File: config.mk
export PLATFORM = sky130hd
export DESIGN_NAME = cp0_regs
export DESIGN_NICKNAME = d
export VERILOG_FILES = /design/src/rtl/cp0_regs_pkg.sv /design/src/rtl/cp0_timer.sv /design/src/rtl/cp0_regs.sv
export SDC_FILE = /design/constraint.sdc
export NUM_CORES = 1
export LEC_CHECK = 0
export CELL_PAD_IN_SITES_DETAIL_PLACEMENT = 0
export CELL_PAD_IN_SITES_GLOBAL_PLACEMENT = 1
export CORE_AREA = 4 4 150 152
export DETAILED_ROUTE_END_ITERATION = 16
export DIE_AREA = 0 0 154 156
export GPL_ROUTABILITY_DRIVEN = 0
export GPL_TIMING_DRIVEN = 0
export PLACE_DENSITY = 0.84
export SLEW_MARGIN = 10
export SYNTH_ARGS = -nofsm -noshare
export SYNTH_HDL_FRONTEND = slang
export SYNTH_SLANG_ARGS = --single-unit
export TNS_END_PERCENT = 20
File: constraint.sdc
create_clock -name clk -period 4 [get_ports clk]
set_input_delay 0.8 -clock clk [delete_from_list [all_inputs] [get_ports clk]]
set_output_delay 0.8 -clock clk [all_outputs]
set_load 0.005 [all_outputs]
File: src/rtl/cp0_regs_pkg.sv
// rtl/cp0_regs_pkg.sv - shared CP0 register numbers, exception codes and bus widths
package cp0_regs_pkg;

    // CP0 register numbers (select 0)
    localparam logic [4:0] CR_BADVADDR = 5'd8;
    localparam logic [4:0] CR_COUNT    = 5'd9;
    localparam logic [4:0] CR_COMPARE  = 5'd11;
    localparam logic [4:0] CR_STATUS   = 5'd12;
    localparam logic [4:0] CR_CAUSE    = 5'd13;
    localparam logic [4:0] CR_EPC      = 5'd14;

    // Exception codes
    localparam logic [4:0] EXC_INT  = 5'h00;
    localparam logic [4:0] EXC_ADEL = 5'h04;
    localparam logic [4:0] EXC_ADES = 5'h05;
    localparam logic [4:0] EXC_SYS  = 5'h08;
    localparam logic [4:0] EXC_BP   = 5'h09;
    localparam logic [4:0] EXC_RI   = 5'h0a;
    localparam logic [4:0] EXC_OV   = 5'h0c;

    // WB-to-CP0 bus: wb_ex, wb_excode, wb_bd, wb_pc, wb_badvaddr, eret_flush
    localparam int WB_TO_CP0_BUS_WD = 1 + 5 + 1 + 32 + 32 + 1;

    // Only address-error exceptions carry a meaningful faulting address
    function automatic logic is_addr_exc(input logic [4:0] excode);
        return (excode == EXC_ADEL) || (excode == EXC_ADES);
    endfunction

endpackage

File: src/rtl/cp0_timer.sv
// rtl/cp0_timer.sv - Count/Compare timer with half-rate tick and timer interrupt flag
module cp0_timer (
    input  logic        clk,
    input  logic        resetn,
    input  logic        i_count_we,
    input  logic        i_compare_we,
    input  logic [31:0] i_wdata,
    output logic [31:0] o_count,
    output logic [31:0] o_compare,
    output logic        o_ti
);

    logic        r_tick;
    logic [31:0] r_count;
    logic [31:0] r_compare;
    logic        r_ti;

    // Tick toggles every cycle so Count advances on every second edge; a Count write wins over the increment
    always_ff @(posedge clk or negedge resetn) begin
        if (!resetn) begin
            r_tick  <= 1'b0;
            r_count <= 32'd0;
        end else begin
            r_tick <= ~r_tick;
            if (i_count_we) begin
                r_count <= i_wdata;
            end else if (r_tick) begin
                r_count <= r_count + 32'd1;
            end
        end
    end

    // Compare write clears TI; otherwise a match against the current Count raises it
    always_ff @(posedge clk or negedge resetn) begin
        if (!resetn) begin
            r_compare <= 32'd0;
            r_ti      <= 1'b0;
        end else if (i_compare_we) begin
            r_compare <= i_wdata;
            r_ti      <= 1'b0;
        end else if (r_count == r_compare) begin
            r_ti <= 1'b1;
        end
    end

    assign o_count   = r_count;
    assign o_compare = r_compare;
    assign o_ti      = r_ti;

endmodule

File: src/rtl/cp0_regs.sv
// rtl/cp0_regs.sv - CP0 register file: Status, Cause, EPC, BadVAddr, timer, interrupt detect
module cp0_regs
    import cp0_regs_pkg::*;
#(
    parameter logic [31:0] EX_ENTRY = 32'hBFC0_0380
) (
    input  logic        clk,
    input  logic        resetn,
    input  logic        wb_ex,
    input  logic [4:0]  wb_excode,
    input  logic        wb_bd,
    input  logic [31:0] wb_pc,
    input  logic [31:0] wb_badvaddr,
    input  logic        eret_flush,
    input  logic        mtc0_we,
    input  logic [4:0]  cp0_addr,
    input  logic [31:0] cp0_wdata,
    input  logic [5:0]  ext_int_in,
    output logic [31:0] cp0_rdata,
    output logic [31:0] cp0_epc,
    output logic [31:0] ex_entry,
    output logic        has_int
);

    logic [7:0]  r_im;
    logic        r_exl;
    logic        r_ie;
    logic        r_bd;
    logic [5:0]  r_ip_hw;
    logic [1:0]  r_ip_sw;
    logic [4:0]  r_excode;
    logic [31:0] r_epc;
    logic [31:0] r_badvaddr;

    logic        w_mtc0;
    logic [31:0] w_count;
    logic [31:0] w_compare;
    logic        w_ti;
    logic [31:0] w_status;
    logic [31:0] w_cause;

    // A committing exception suppresses any MTC0 issued in the same cycle
    assign w_mtc0 = mtc0_we & ~wb_ex;

    cp0_timer u_timer (
        .clk          (clk),
        .resetn       (resetn),
        .i_count_we   (w_mtc0 && (cp0_addr == CR_COUNT)),
        .i_compare_we (w_mtc0 && (cp0_addr == CR_COMPARE)),
        .i_wdata      (cp0_wdata),
        .o_count      (w_count),
        .o_compare    (w_compare),
        .o_ti         (w_ti)
    );

    // Status: exception sets EXL, ERET clears it (ERET beats MTC0), MTC0 writes IM/EXL/IE
    always_ff @(posedge clk or negedge resetn) begin
        if (!resetn) begin
            r_im  <= 8'd0;
            r_exl <= 1'b0;
            r_ie  <= 1'b0;
        end else if (wb_ex) begin
            r_exl <= 1'b1;
        end else begin
            if (w_mtc0 && (cp0_addr == CR_STATUS)) begin
                r_im  <= cp0_wdata[15:8];
                r_exl <= cp0_wdata[1];
                r_ie  <= cp0_wdata[0];
            end
            if (eret_flush) begin
                r_exl <= 1'b0;
            end
        end
    end

    // Cause: hardware IP sampled every cycle, BD only captured on a first-level exception
    always_ff @(posedge clk or negedge resetn) begin
        if (!resetn) begin
            r_bd     <= 1'b0;
            r_ip_hw  <= 6'd0;
            r_ip_sw  <= 2'd0;
            r_excode <= 5'd0;
        end else begin
            r_ip_hw <= {ext_int_in[5] | w_ti, ext_int_in[4:0]};
            if (wb_ex) begin
                r_excode <= wb_excode;
                if (!r_exl) begin
                    r_bd <= wb_bd;
                end
            end else if (w_mtc0 && (cp0_addr == CR_CAUSE)) begin
                r_ip_sw <= cp0_wdata[9:8];
            end
        end
    end

    // EPC points at the branch when the faulting instruction is in its delay slot; nested exceptions keep it
    always_ff @(posedge clk or negedge resetn) begin
        if (!resetn) begin
            r_epc <= 32'd0;
        end else if (wb_ex) begin
            if (!r_exl) begin
                r_epc <= wb_bd ? (wb_pc - 32'd4) : wb_pc;
            end
        end else if (w_mtc0 && (cp0_addr == CR_EPC)) begin
            r_epc <= cp0_wdata;
        end
    end

    // BadVAddr only captures the address of address-error exceptions
    always_ff @(posedge clk or negedge resetn) begin
        if (!resetn) begin
            r_badvaddr <= 32'd0;
        end else if (wb_ex && is_addr_exc(wb_excode)) begin
            r_badvaddr <= wb_badvaddr;
        end
    end

    assign w_status = {9'd0, 1'b1, 6'd0, r_im, 6'd0, r_exl, r_ie};
    assign w_cause  = {r_bd, w_ti, 14'd0, r_ip_hw, r_ip_sw, 1'b0, r_excode, 2'b00};

    // Zero-latency MFC0 read mux; unimplemented registers read as zero
    always_comb begin
        cp0_rdata = 32'd0;
        case (cp0_addr)
            CR_BADVADDR: cp0_rdata = r_badvaddr;
            CR_COUNT:    cp0_rdata = w_count;
            CR_COMPARE:  cp0_rdata = w_compare;
            CR_STATUS:   cp0_rdata = w_status;
            CR_CAUSE:    cp0_rdata = w_cause;
            CR_EPC:      cp0_rdata = r_epc;
            default:     cp0_rdata = 32'd0;
        endcase
    end

    assign cp0_epc  = r_epc;
    assign ex_entry = EX_ENTRY;
    assign has_int  = (|({r_ip_hw, r_ip_sw} & r_im)) & r_ie & ~r_exl;

endmodule

### After elaboration in Yosys (flattened, before gate mapping)

Index checks and enable logic that the tools add are counted.

* output and inout port bits: 97
* logic and storage cells: 61
* input port bits: 118
* register bits: 154

* reductions and logical operators: 16
* eq/ne operators: 10
* add/subtract/negate cells: 2
* multiplexer cells: 12
* bitwise gates (word level): 8

Operators by type and width (count)
* two-way mux 32 bit: 6
* one-hot mux 32 bit (6 select lines): 1
* adder 32 x 1 -> 32 bit, second input constant: 1
* == test 32 bit: 1
* subtractor 32 x 3 -> 32 bit, second input constant: 1
* == test 5 x 4 -> 1 bit, second input constant: 6
* == test 5 x 3 -> 1 bit, second input constant: 2
* bitwise AND 8 bit: 1
* AND reduction 2 bit: 4
* OR reduction 8 bit: 1
* logical AND 1 bit: 6
* nonzero test 2 bit: 3
* two-way mux 1 bit: 5
* bitwise AND 1 bit: 3
* inverter 1 bit: 3
* nonzero test 3 bit: 1
* != test 2 bit, second input constant: 1
* logical OR 1 bit: 1
* bitwise OR 1 bit: 1

### Logic depth before layout (Yosys ltp)

Gate-level depths: netlist of run 1.

* depth in word-level cells: 6
* depth in mapped cells: 7
* gate-level depth less buffers: 7

### Modules after synthesis

Synthesis of run 1 repeated with hierarchy kept, for this count alone.

* cell total of the unflattened synthesis: 839
* area, all modules: 8618.3 µm²

By module, submodules not included
* cp0_regs: area an instance 5270.1 µm², times used 1, cells each 534, seq. area each 2202.1 µm²
* cp0_timer: area an instance 3348.2 µm², times used 1, cells each 305, seq. area each 1651.6 µm²

### Worst setup path after synthesis of run 1

Ideal clock, no wire load.

* kind: input -> output
* start: input port cp0_addr[4]
* end: output port cp0_rdata[1]
* slack: 1.253 ns
* arrival time: 1.947 ns
* buffers on the path: 2
* required time: 3.200 ns
* stages on the path: 6
* path through: nor3b_1 > and2_0 > clkbuf_1 > clkbuf_1 > a22oi_1 > nand2_1

* longest elaborated chain between the ends: 2
* elaborated cells on any way between the ends: 7
* those cells by class: 6 x eq/ne; 1 x mux

RTL lines
* start: declaration: RTL line cp0_regs.sv:16 `input logic [4:0] cp0_addr,`
* == test 5 x 4 -> 1 bit: RTL line cp0_regs.sv:124 `case (cp0_addr)`
* one-hot mux 32 bit (6 select lines) *: RTL line cp0_regs.sv:124
* end: declaration: RTL line cp0_regs.sv:19 `output logic [31:0] cp0_rdata,`

Every way passes the cells marked *; elsewhere a longest branch is shown, timed or not.

### Final worst setup path of run 1

* start: input port cp0_addr[0]
* end: output port cp0_rdata[22]

The elaborated chain is that of the path after synthesis.

==> flow_summary.ini, run 1 <==
[run_status]
status = finished clean

[layout]
final_cell_mix = clkdlybuf4s50_1 (179), dfrtp_1 (154), mux2_2 (81)
synthToLayoutAreaGrowth_pct = 36.00
layout_commonest_cell = clkdlybuf4s50_1
post-route-util = 0.5543
layout-drive-gt1-share = 0.1702
stdcell_area_sq_mm = 0.01165
layout.nets = 1188

[synthesis]
netlist_area_sq_mm = 0.008568
syn_inst = 836
synthFlopType = dfrtp_1
ys_warn_count = 0
yosysTopAreaCellShare = 0.4498
synth.area.top_cells = dfrtp_1 (45%), mux2_2 (11%), a22oi_1 (6.0%)
ys_ff_latch = 154
seq_area_frac_synth = 0.4498
synth_top_area_cell = dfrtp_1
synthArstFlopShare = 1.000
synth_edf_count = 0
avgSynthCellArea_sq_um = 10.25
ys_types = 53

[place]
dpl-instance-area_sq_mm = 0.01087
port_buffers = 181
hpwl_mm = 22.64

[pwr]
swShare = 0.2905
p_leak_nw = 4.931
ir_drop_v = 0.0002514
pwr_density_cell_mw_per_mm2 = 444.4
intPower_w = 0.003674
comb_power_share = 0.227
p_total_w = 0.005178
p_seq_frac = 0.417
clockPowerShare = 0.356
power.switching_w = 0.001504

[grt]
grt_pass1_vias = 7678
overflow = 0
grt_start_max_net_pins = 95
grt_use_total = 0.2476
grt_pass1_wl_mm = 45.27
antenna_found_initial = 1

[clock_tree]
clk_latency_ps = 430
clk_pin_slew_worst_paths_ps = 70
cts_max_level = 4
cts_hold_buf = 0
cts_buffer_depth = 2
tritoncts = yes
clock-sinks = 154
cts_root_buffer = clkbuf_16
cts_buffers = 17

[sta]
tns_ps = 0
slew_violations = 0
clock_skew_ps = 12.56
tightest_slew_ps = 1053
slew_headroom = 0.2945
max_freq_mhz = 250.2
finalHoldViolCount = 0
finalCriticalPeriod_ps = 3997
setup_violations = 0
final.period_utilization = 0.9993

[die]
io_pins = 215
initial_utilization = 0.4076
die_area_sq_mm = 0.02402
chipHeight_um = 156
coreArea_sq_mm = 0.02102
num_rows = 53
die_w_um = 154

[job]
maxCapViolCount = 0

[critical_path]
end_kind = primary output
crit_type = in2out
reg2reg_depth = 7
worst-path-max-fanout = 10
crit_arrival_ps = 3200
startpoint_type = input port
cp.required_ps = 3200
r2r_slack_ps = 940

[drt]
vias = 7601
drtIter0Drc = 859
drtAntennaViolNets = 0
drc_errors = 0
via_per_inst = 5.601
post_drt_wl_per_cell_um = 22.18
firstDrtPassIters = 7
drt-total-wl_mm = 30.09

[min_path]
hold_class = in2async
-- path summary, 6_finish.rpt --
path                                                   end                        from
worst min-delay path               r_excode[3]$_DFFE_PN0P_                      resetn
max in group asynchronous             r_ip_hw[4]$_DFF_PN0_                      resetn
worst max-delay path                         cp0_rdata[22]                 cp0_addr[0]
worst max register to register     cp0_epc[21]$_DFFE_PN0P_           r_exl$_DFFE_PN0P_
min in group clk                r_badvaddr[19]$_DFFE_PN0P_  r_badvaddr[19]$_DFFE_PN0P_
worst min register to register  r_badvaddr[19]$_DFFE_PN0P_  r_badvaddr[19]$_DFFE_PN0P_
-- per-layer routing --
metal	GRT usage	wire, um	up-vias
met4	0.09209	935	0
met2	0.3769	13460	409
met5	0	0	-
li1	-	-	3457
met3	0.07767	2964	55
met1	0.3329	12730	3680
-- metrics by stage --
step / setup slack [ps] / hold WS (ps) / std cells
after global routing: -29.30 / 423.9 / 1357
after CTS: -44.67 / 412.1 / 1355
after detailed placement: -611.1 / 493.9 / 1323
after global placement: -4257 / 487.7 / 1322
after floorplan: 1253 / 446.6 / 866
final: 2.933 / 360.6 / 1357
-- worst max-delay path, stage by stage --
cell and delay [ps]:
clkdlybuf4s50_1 600, nor3b_4 90, and2_0 160, clkbuf_1 160, buf_4 220, a222oi_1 530, nand2_1 140, clkdlybuf4s50_1 490
-- final cells by class --
| class | instances | area [sq um] |
|---|---|---|
| timing repair buffer | 183 | 1854 |
| fill | 1869 | 9369 |
| sequential | 154 | 3854 |
| multi-input combinational | 618 | 4409 |
| tap | 275 | 344.1 |
| buffer | 86 | 490.5 |
| inverter | 8 | 30.03 |
| clock inverter | 11 | 217.7 |
| clock buffer | 21 | 450.4 |
| antenna | 1 | 2.502 |
-- sequential cells by signal, summed over array words and instances, names as in the netlist, 2 cells and up --
register / cells
r_im: 8
r_excode: 5
cp0_epc: 32
r_ip_hw: 6
u_timer.o_count: 32
u_timer.o_compare: 32
r_badvaddr: 32
r_ip_sw: 2
-- kinds of logic after synthesis --
logic type	Yosys count	synth area share
AO/OA/AOI/OAI	162	0.1298
XOR/XNOR	90	0.09200
adder cells (fa/ha/maj)	2	0.002920
buffers and inverters	94	0.05607
flip-flops	154	0.4498
multiplexers	94	0.1216
other	2	0.0008765
AND/OR/NAND/NOR	238	0.1469
-- timing repair --
action	4_1_cts	5_1_grt
pin swaps	0	1
endpoints found under the hold margin	0	0
endpoints found under the setup margin	32	32
resized for setup	21	24
buffers inserted	0	1
-- synthesized netlist by cell type, types with 4 or more instances --
cell type  instances
nand2b_1           4
dfrtp_1          154
o21ai_0           20
a222oi_1          10
and4_1             4
nand4_1           24
nor2_1            45
or2_2              6
nor4_1            11
mux2_2            81
clkbuf_1          45
xor2_1            32
nand2_1           68
a21oi_1           37
and2_1             4
o221ai_1           8
nor3_1            15
buf_1              5
mux2i_1           13
a22oi_1           69
and3_1             6
inv_1              8
nand3_1           27
xnor2_1           58
nor3b_1            4
buf_4             33
-- power groups by stage --
stage	combinational [W]	sequential [W]	clock (W)
global placement	0.00113	0.00217	0
finish	0.00117	0.00216	0.00184
CTS	0.00116	0.00215	0.00185
detailed placement	0.00115	0.00217	0
global route	0.00127	0.00219	0.00191
floorplan	0.000646	0.00208	0
Note: power is estimated with default switching activity, not from simulation.
==> run 2: changes to the inputs <==
Settings changed: CORE_AREA 4 4 150 152 to 4 4 152 154, DIE_AREA 0 0 154 156 to 0 0 156 158, PLACE_DENSITY 0.84 to 0.82.
==> run 2 against run 1 <==
Compared with the run above: first-iteration DRC count decreased by 2.8%; die area grew 2.6%; cell count is 0.52% higher; hold slack got worse by 99 ps; power is 0.70% lower; combinational power about the same; register-to-register slack got worse by 20 ps; maximum frequency is 0.85% higher; worst setup slack improved by 34 ps; flip-flop and latch count did not move; non-clock buffer count is 3 higher; clock skew down 4.1 ps.
==> flow_summary.ini, run 2 (synthesized netlist as in run 1, its figures left out) <==
[layout]
layout.nets = 1191
stdcell_area_sq_mm = 0.01169
final_cell_mix = clkdlybuf4s50_1 (178), dfrtp_1 (154), mux2_2 (81)
layout_commonest_cell = clkdlybuf4s50_1
layout-drive-gt1-share = 0.1754
synthToLayoutAreaGrowth_pct = 36.39

[die]
num_rows = 54
die_area_sq_mm = 0.02465
die_w_um = 156
io_pins = 215
chipHeight_um = 158
initial_utilization = 0.3951
coreArea_sq_mm = 0.02169

[run_status]
status = finished clean

[sta]
slew_violations = 0
slew_headroom = 0.3104
max_freq_mhz = 252.3
setup_violations = 0
final.period_utilization = 0.9908
finalCriticalPeriod_ps = 3963
finalHoldViolCount = 0
clock_skew_ps = 8.504
tightest_slew_ps = 1030
whs_ps = 261.4

[grt]
antenna_found_initial = 1
grt_use_total = 0.2477
grt_start_max_net_pins = 103
overflow = 0
grt_pass1_vias = 7549
grt_pass1_wl_mm = 45.80

[critical_path]
cp_slowest_cell = clkdlybuf4s50_1
r2r_slack_ps = 920
cp_slowest_stage_delay_ps = 610
end_kind = primary output
crit_type = in2out
cp_top_family = buffers and inverters
worst-path-max-fanout = 6
crit_buf_inv = 3
crit_arrival_ps = 3160
rr_startpoint = r_exl$_DFFE_PN0P_
crit_chain = clkdlybuf4s50_1, nand2b_1, nor3b_4, buf_4, a222oi_1, nand2_1, clkdlybuf4s50_1
cp.required_ps = 3200
r2r-end = cp0_epc[12]$_DFFE_PN0P_
startpoint_type = input port
worst_path_most_repeated_cell = clkdlybuf4s50_1
reg2reg_depth = 7

[place]
port_buffers = 181
dpl-instance-area_sq_mm = 0.01088
hpwl_mm = 22.94

[job]
maxCapViolCount = 0

[pwr]
clockPowerShare = 0.351
ir_drop_v = 0.0002147
p_leak_nw = 4.952
intPower_w = 0.003624
pwr_density_cell_mw_per_mm2 = 440.0
power.switching_w = 0.001518
swShare = 0.2953
comb_power_share = 0.229
p_seq_frac = 0.420

[drt]
post_drt_wl_per_cell_um = 22.44
drt-total-wl_mm = 30.61
drtIter0Drc = 835
firstDrtPassIters = 5
drtAntennaViolNets = 0
vias = 7621
drc_errors = 0
via_per_inst = 5.587

[clock_tree]
tritoncts = yes
clk_latency_ps = 430
clk_pin_slew_worst_paths_ps = 60
cts_root_buffer = clkbuf_16
cts_buffer_depth = 2
cts_buffers = 17
clock-sinks = 154
cts_max_level = 4

[min_path]
hold_class = in2async
## run 2: changes by cell type in the layout (fill, tap and decap cells not counted), moves of 2 or more
cell,change
clkinvlp_4,+2
buf_4,+5
clkbuf_1,-3
clkbuf_2,-2
clkbuf_8,+2
## run 2: repair_timing
item                                    4_1_cts  5_1_grt
resized for setup                            27       29
endpoints found under the setup margin       32       32
cloned                                        0        0
hold buffers                                  0        0
setup buffers                                 0        4
pin swaps                                     0        4
## run 2: through the flow
step	setup slack [ps]	power, W	util	setup TNS (ps)	cells
floorplan	1253	0.002726	-	0	866
global placement	-4255	0.003301	0.4999	-672580	1327
detailed placement	-723.1	0.003323	0.5014	-19100	1328
CTS	18.38	0.005124	0.5350	0	1359
global route	-5.350	0.005358	0.5388	-6.251	1364
finish	36.67	0.005142	0.5388	0	1364
## run 2: final cells by class
type                    instances  area, sq um
plain buffers                  86        503.0
inverters                       8        30.03
repair buffers                186         1879
flip-flops and latches        154         3854
clock buffers                  20        456.7
multi-input cells             618         4417
fillers                      1935        10000
diodes                          1        2.502
well taps                     280        350.3
clock inverters                11        193.9
## run 2: power by group through the flow
stage,combinational [W],sequential [W],clock [W]
after floorplan,0.000646,0.00208,0
after global placement,0.00113,0.00217,0
after detailed placement,0.00115,0.00217,0
after CTS,0.00117,0.00215,0.00181
after global routing,0.00128,0.00220,0.00188
final,0.00118,0.00216,0.00180
## run 2: worst max path at each step
stage,from,to,slack (ps),cells past startpoint
6_report,cp0_addr[4],cp0_rdata[22],40,7
5_1_grt,cp0_addr[4],cp0_rdata[30],-5,7
4_1_cts,cp0_addr[0],cp0_rdata[7],20,7
3_5_place_dp,cp0_addr[1],cp0_rdata[1],-720,7
3_3_place_gp,resetn,r_badvaddr[19]$_DFFE_PN0P_,-4260,1
2_1_floorplan,cp0_addr[4],cp0_rdata[1],1250,6
## run 2: metal layers
metal	share of wire	global-route usage
met5	0	0
met4	0.028	0.08378
met3	0.092	0.06616
met2	0.44	0.3691
met1	0.44	0.3502
==> run 3: changes to the inputs <==
Clock period 4 ns to 4.75 ns, I/O delays scaled along.
==> run 3 against run 2 <==
Compared with the run above: hold slack better by 150 ps; cell count shrank 0.29%; wire length is 0.38% lower; register-to-register slack better by 780 ps; worst setup slack better by 34 ps; clock skew is essentially flat; die area unchanged; critical path type unchanged.
==> flow_summary.ini, run 3 (synthesized netlist as in run 1, its figures left out) <==
[run_status]
status = finished clean

[layout]
layout.nets = 1187
layout_commonest_cell = clkdlybuf4s50_1
post-route-util = 0.5330
stdcell_area_sq_mm = 0.01156
regArea_sq_mm = 0.003854
final_cell_mix = clkdlybuf4s50_1 (180), dfrtp_1 (154), mux2_2 (81)
layout-drive-gt1-share = 0.1631
fillers = 1956
multi_input_area_sq_mm = 0.004368
synthToLayoutAreaGrowth_pct = 34.91

[die]
num_rows = 54
chipHeight_um = 158
coreArea_sq_mm = 0.02169
initial_utilization = 0.3951
io_pins = 215
die_area_sq_mm = 0.02465
die_w_um = 156

[sta]
clock_skew_ps = 8.360
finalCriticalPeriod_ps = 4679
slew_headroom = 0.3218
setup_violations = 0
tightest_slew_ps = 1017
finalHoldViolCount = 0
slew_violations = 0
tns_ps = 0
final.period_utilization = 0.9851
max_freq_mhz = 213.7
rsz0062_at_grt = false

[grt]
antenna_found_initial = 1
grt_pass1_wl_mm = 45.80
grt_pass1_vias = 7540
overflow = 0
grt_start_max_net_pins = 103
grt_use_total = 0.2475

[place]
dpl-instance-area_sq_mm = 0.01088
hpwl_mm = 22.94
port_buffers = 181

[clock_tree]
cts_root_buffer = clkbuf_16
cts_buffers = 17
cts_max_level = 4
clock-sinks = 154
clk_pin_slew_worst_paths_ps = 70
cts_setup_buffers = 0
clk_latency_ps = 430
cts_buffer_depth = 2
tritoncts = yes

[critical_path]
cp.required_ps = 3800
cp_slowest_cell = nor4_2
r2r-end = cp0_epc[12]$_DFFE_PN0P_
rr_startpoint = r_exl$_DFFE_PN0P_
crit_type = in2out
cp_slowest_stage_delay_ps = 630
worst-path-max-fanout = 10
startpoint_type = input port
crit_arrival_ps = 3730
end_kind = primary output
worst_path_most_repeated_cell = clkdlybuf4s50_1
reg2reg_depth = 7
r2r_slack_ps = 1700
crit_chain = clkdlybuf4s50_1, nand2b_1, nor4_2, clkbuf_1, a22oi_1, nand2_1, clkdlybuf4s50_1

[pwr]
pwr_density_cell_mw_per_mm2 = 373.3
p_leak_nw = 4.856
ir_drop_v = 0.0001797

[drt]
drtAntennaViolNets = 0
met3_length_mm = 2.735
via_per_inst = 5.587
wl_met1_mm = 13.34
maxUsedRoutingLayer = met4
vias = 7598
drtIter0Drc = 781
wl_met2_mm = 13.57
firstDrtPassIters = 6
post_drt_wl_per_cell_um = 22.42
drt-total-wl_mm = 30.49
drc_errors = 0

[min_path]
hold_class = in2async

[job]
maxCapViolCount = 0
## run 3: changes by cell type in the layout (fill, tap and decap cells not counted), moves of 6 or more
cell / before / now
buf_4: 41 / 33
clkbuf_1: 31 / 38
clkbuf_2: 2 / 8
clkbuf_4: 6 / 0
## run 3: layer usage
metal  vias up  track usage
li1       3438            -
met1      3730       0.3482
met2       379       0.3710
met3        51      0.06834
met4         0      0.08045
met5         -            0
## run 3: how the worst max path moves through the flow
stage               depth (start not counted)                          to        start
floorplan                                   6                cp0_rdata[1]  cp0_addr[4]
global placement                            1  r_badvaddr[19]$_DFFE_PN0P_       resetn
detailed placement                          7                cp0_rdata[1]  cp0_addr[1]
CTS                                         8               cp0_rdata[16]  cp0_addr[2]
global route                                7               cp0_rdata[12]  cp0_addr[2]
finish                                      7                cp0_rdata[7]  cp0_addr[1]
## run 3: critical path: cells and delay by family
kind	cells	cell delay [ps]
buf+inv	3	1550
compound gates	1	200
simple gates	3	1030
## run 3: per-stage QoR
step	std cells	total power [W]	hold WS, ps	setup slack [ps]
global placement	1327	0.002780	487.2	-3655
floorplan	866	0.002296	446.6	1703
global route	1360	0.004506	439.8	27.58
CTS	1359	0.004312	426.0	5.300
detailed placement	1328	0.002799	492.9	-273.1
finish	1360	0.004315	413.0	70.77
## run 3: layout make-up
class | instances | share of cell area
flip-flops and latches | 154 | 0.3334
clock buffers | 20 | 0.03951
diodes | 1 | 0.0002165
repair buffers | 182 | 0.1595
multi-input cells | 618 | 0.3779
plain buffers | 86 | 0.03983
inverters | 8 | 0.002598
clock inverters | 11 | 0.01678
well taps | 280 | 0.03031
## run 3: timing repair
| action | CTS | global route |
|---|---|---|
| setup endpoints to repair | 31 | 31 |
| hold buffers | 0 | 0 |
| hold endpoints to repair | 0 | 0 |
| gates resized for setup | 3 | 16 |
## run 3: report_power, final
group | leakage [nW] | switching (W) | internal (W)
clock network | 0.304 | 0.000555 | 0.000957
registers | 1.92 | 0.000257 | 0.00156
logic | 2.63 | 0.000454 | 0.000530
